File: src/rtl/int_arbiter.sv
// int_arbiter: latches CLINT pulses and a synchronised external line into pending bits,
// masks them, and hands the highest-priority cause to the core over a req/ack handshake.
module int_arbiter #(
    parameter int SYNC_STAGES = 2
) (
    input  logic        CLK,
    input  logic        RST_N,
    input  logic        INT_EN,
    input  logic [3:0]  INT_CODE,
    input  logic        EXT_IRQ,
    input  logic        MSTATUS_IE,
    input  logic [31:0] MIE_CSR,
    input  logic        TRAP_ACK,
    output logic        TRAP_REQ,
    output logic [3:0]  TRAP_CODE,
    output logic [31:0] MIP
);
    typedef enum logic [1:0] {IDLE, REQ, HOLD} state_t;

    state_t                 state_q, state_d;
    logic [3:0]             code_q, code_d;
    logic                   msip_q, msip_d, mtip_q, mtip_d;
    logic [SYNC_STAGES-1:0] sync_q, sync_d;
    logic                   meip, ack_fire;
    logic [2:0]             en;
    logic                   unused_mie;

    assign unused_mie = ^{MIE_CSR[31:12], MIE_CSR[10:8], MIE_CSR[6:4], MIE_CSR[2:0]};
    assign meip       = sync_q[SYNC_STAGES-1];
    assign ack_fire   = (state_q == REQ) && TRAP_ACK;
    assign en         = {meip, msip_q, mtip_q} & {MIE_CSR[11], MIE_CSR[3], MIE_CSR[7]} & {3{MSTATUS_IE}};

    always_comb begin
        sync_d  = {sync_q[SYNC_STAGES-2:0], EXT_IRQ};
        // a fresh pulse overrides a same-cycle ack so the event is not lost
        msip_d  = (INT_EN && INT_CODE == 4'd3) || (msip_q && !(ack_fire && code_q == 4'd3));
        mtip_d  = (INT_EN && INT_CODE == 4'd7) || (mtip_q && !(ack_fire && code_q == 4'd7));
        state_d = state_q;
        code_d  = code_q;
        case (state_q)
            IDLE: if (|en) begin
                state_d = REQ;
                code_d  = en[2] ? 4'd11 : en[1] ? 4'd3 : 4'd7;
            end
            REQ:  state_d = TRAP_ACK ? HOLD : REQ;
            HOLD: state_d = IDLE;
            default: state_d = IDLE;
        endcase
    end

    always_ff @(posedge CLK or negedge RST_N) begin
        if (!RST_N) begin
            state_q <= IDLE;
            code_q  <= 4'd0;
            msip_q  <= 1'b0;
            mtip_q  <= 1'b0;
            sync_q  <= '0;
        end else begin
            state_q <= state_d;
            code_q  <= code_d;
            msip_q  <= msip_d;
            mtip_q  <= mtip_d;
            sync_q  <= sync_d;
        end
    end

    assign TRAP_REQ  = (state_q == REQ);
    assign TRAP_CODE = code_q;
    assign MIP       = {20'b0, meip, 3'b0, mtip_q, 3'b0, msip_q, 3'b0};
endmodule

File: config.mk
export PLATFORM = sky130hd
export DESIGN_NAME = int_arbiter
export DESIGN_NICKNAME = d
export VERILOG_FILES = /design/src/rtl/int_arbiter.sv
export SDC_FILE = /design/constraint.sdc
export NUM_CORES = 1
export LEC_CHECK = 0
export BUFFER_PORTS_ARGS = -buffer_cell sky130_fd_sc_hd__buf_2
export CAP_MARGIN = 10
export CORE_MARGIN = 2
export CORE_UTILIZATION = 35
export CTS_BUF_LIST = sky130_fd_sc_hd__clkbuf_4 sky130_fd_sc_hd__clkbuf_8
export DETAILED_ROUTE_END_ITERATION = 16
export PLACE_DENSITY_LB_ADDON = 0.12
export SYNTH_ARGS = -nofsm -noshare
export SYNTH_HDL_FRONTEND = slang
export SYNTH_SLANG_ARGS = --single-unit
File: constraint.sdc
create_clock -name CLK -period 2.5 [get_ports CLK]
set_clock_uncertainty 0.15 [all_clocks]
set_input_delay 0.125 -clock CLK [delete_from_list [all_inputs] [get_ports CLK]]
set_output_delay 0.125 -clock CLK [all_outputs]
set_load 0.02 [all_outputs]
==> flow_metrics.env <==
export IMPL_status="complete, no violations"
export IMPL_p_leak_nw=0.3729
export IMPL_h_tree_depth=1
export IMPL_r2r_start="state_q[0]$_DFFE_PN0P_"
export IMPL_routed_via_density=3.726
export IMPL_crit_family="simple AND/OR/NAND/NOR gates"
export IMPL_crit_path_top_delay_cell="or3b_4"
export IMPL_path_cells="or3b_4 > o21ai_0 > o21ai_1"
export IMPL_avgSynthCellArea_um2=9.586
export IMPL_period_needed_ns=1.322
export IMPL_ys_seq_area_frac=0.3614
export IMPL_firstDrtPassIters=4
export IMPL_num_antenna_cells=0
export IMPL_worst_path_max_fanout=5
export IMPL_worst_path_buf_inv=0
export IMPL_die_h_um=46.20
export IMPL_clkTransAtPathRegs_ns=0.06
export IMPL_grt_pass1_vias=323
export IMPL_cap_violations=0
export IMPL_syn_area_um2=623.1
export IMPL_required_ns=2.49
export IMPL_rr_endpoint="TRAP_CODE[3]$_DFFE_PN0P_"
export IMPL_fp_dieW_um=46.20
export IMPL_arrival_ns=1.31
export IMPL_rsz0062_at_grt="false"
export IMPL_whs_endpoint="msip_q$_DFF_PN0_"
export IMPL_ff2ff_path_depth=3
export IMPL_worstSkewPairLatency_ns=0.25
export IMPL_antenna_found_initial=0
export IMPL_syn_inst=65
export IMPL_yosysTopAreaCell="buf_4"
export IMPL_ff2ff_setup_slack_ns=1.18
export IMPL_yosys_top_cells_area="buf_4 (40%), dfrtp_1 (36%), nand4b_1 (2.8%)"
export IMPL_finalMaxSlewViolations=0
export IMPL_die_area_um2=2134
export IMPL_stdcell_count=113
export IMPL_clkSinkCount=9
export IMPL_core_rowCount=15
export IMPL_post_cts_resized=0
export IMPL_holdWs_ns=0.01789
export IMPL_fin_nets=131
export IMPL_grt_max_degree=10
export IMPL_drc=0
export IMPL_port_buffer_count=20
export IMPL_syn2layout_area_growth_pct=9.438
export IMPL_totalWireLength_um=883
export IMPL_drive_gt1_frac=0.3068
export IMPL_globalplace_congestion=0.7181
export IMPL_vias=421
export IMPL_clk_path_buf_depth=2
export IMPL_min_period_over_period=0.5287
export IMPL_holdCritStartpoint="INT_CODE[3]"
export IMPL_dp_cells=105
export IMPL_slowest_delay_ns=0.43
export IMPL_numCtsBuffers=3
export IMPL_overflow=0
export IMPL_start_util=0.3648
export IMPL_vdd_drop_max_mv=0.4054
export IMPL_track_usage=0.09347
export IMPL_fin_setup_tns_ns=0
export IMPL_synth_top_area_frac=0.3976
export IMPL_max_clock_freq_mhz=756.6
export IMPL_critPathLaunchType="flip-flop"
export IMPL_drt_iter0_markers=6
export IMPL_synthDistinctLibCells=19
export IMPL_cts_root_buf="clkbuf_4"
export IMPL_setup_viol=0
export IMPL_hold_path_class="in -> reg"
export IMPL_wl_per_cell_um=7.814
export IMPL_whs_path_depth=3
export IMPL_hold_violations=0
export IMPL_num_io_pins=79
export IMPL_core_um2=1708
export IMPL_endpoint_kind="flip-flop"
export IMPL_path_class="reg -> reg"
export IMPL_yosys_warnings=0
export IMPL_cts_tree="built"
export IMPL_p_per_area_nw_per_um2=867.6
export IMPL_ant_nets=0
export IMPL_ys_seq_elements=9
export IMPL_grt_pass1_wl_um=1352
export IMPL_hpwl_um=746.1
placed cells by master (no fill, tap or decap), drive strengths merged:
cell type     n
a21o          1
a21oi         1
a22oi         2
and3b         1
buf          20
clkbuf        4
conb         29
dfrtp         9
dlygate4sd3   4
inv           2
nand2         2
nand3         1
nand4b        2
nor2          2
nor2b         1
o21ai         2
o22a          1
o2bb2ai       2
or2           1
or3b          1
cell type report:
cell class | instances | area, um^2
Clock buffer | 4 | 30.03
Fill cell | 182 | 1026
Inverter | 2 | 7.507
Multi-Input combinational cell | 49 | 247.7
Sequential cell | 9 | 225.2
Tap cell | 25 | 31.28
Timing Repair Buffer | 24 | 140.1
sequential cells by signal (all words and copies together), names as in the netlist:
| name | count |
|---|---|
| sync_q | 2 |
| state_q | 2 |
| mtip_q | 1 |
| TRAP_CODE | 3 |
| msip_q | 1 |
worst max path at each step:
stage	start	to	slack, ns	depth (start not counted)
floorplan	state_q[0]$_DFFE_PN0P_	TRAP_CODE[2]$_DFFE_PN0P_	1.23	2
global placement	state_q[0]$_DFFE_PN0P_	TRAP_CODE[3]$_DFFE_PN0P_	1.19	3
detailed placement	state_q[0]$_DFFE_PN0P_	TRAP_CODE[3]$_DFFE_PN0P_	1.19	3
CTS	state_q[0]$_DFFE_PN0P_	TRAP_CODE[3]$_DFFE_PN0P_	1.17	3
global route	state_q[0]$_DFFE_PN0P_	TRAP_CODE[3]$_DFFE_PN0P_	1.09	3
finish	state_q[0]$_DFFE_PN0P_	TRAP_CODE[3]$_DFFE_PN0P_	1.18	3
logic make-up after synthesis:
| family | count (synthesis) | share of synthesized area |
|---|---|---|
| DFF | 9 | 0.3615 |
| buffers and inverters | 35 | 0.4096 |
| and+or+nand+nor | 11 | 0.1125 |
| AOI/OAI and AO/OA | 9 | 0.1104 |
| other | 1 | 0.006018 |
metal layers:
layer / track usage / routed length, um / up-vias
li1: - / - / 200
met1: 0.1202 / 353 / 192
met2: 0.1278 / 414 / 27
met3: 0.03137 / 100 / 2
met4: 0.06857 / 14 / 0
met5: 0 / 0 / -
Yosys cell counts:
cell       count
o22a_2         1
buf_4         33
and3b_1        1
o21ai_0        1
nor2_1         2
nand3_1        1
or3b_4         1
dfrtp_1        9
inv_1          2
conb_1         1
or2_1          1
a22oi_1        2
a21o_1         1
nand2_1        2
nand4b_1       2
a21oi_2        1
nor2b_1        1
o2bb2ai_1      2
o21ai_1        1
metrics by stage:
stage	instance area, um^2	power [mW]	worst slack, ns	util
after global placement	611.8	0.4700	1.187	0.3582
after detailed placement	611.8	0.4715	1.185	0.3582
after floorplan	728.2	0.4578	1.227	-
final	681.9	0.5916	1.178	0.3993
after CTS	681.9	0.5998	1.172	0.3993
after global routing	681.9	0.6443	1.094	0.3993
timing repair:
item	CTS	global route
hold buffers	4	0
endpoints found under the hold margin	13	0
buffers inserted	0	0
report_power, final:
group,switching (mW),internal (mW)
sequential,0.0410,0.191
clock,0.0473,0.0721
combinational,0.148,0.0923
tightest hold or removal path: cells and delay by family:
kind	cells	cell delay (ns)
AOI/OAI and AO/OA	1	0.07
and+or+nand+nor	1	0.12
buffers and inverters	1	0.07
(Power assumes the default switching activity.)
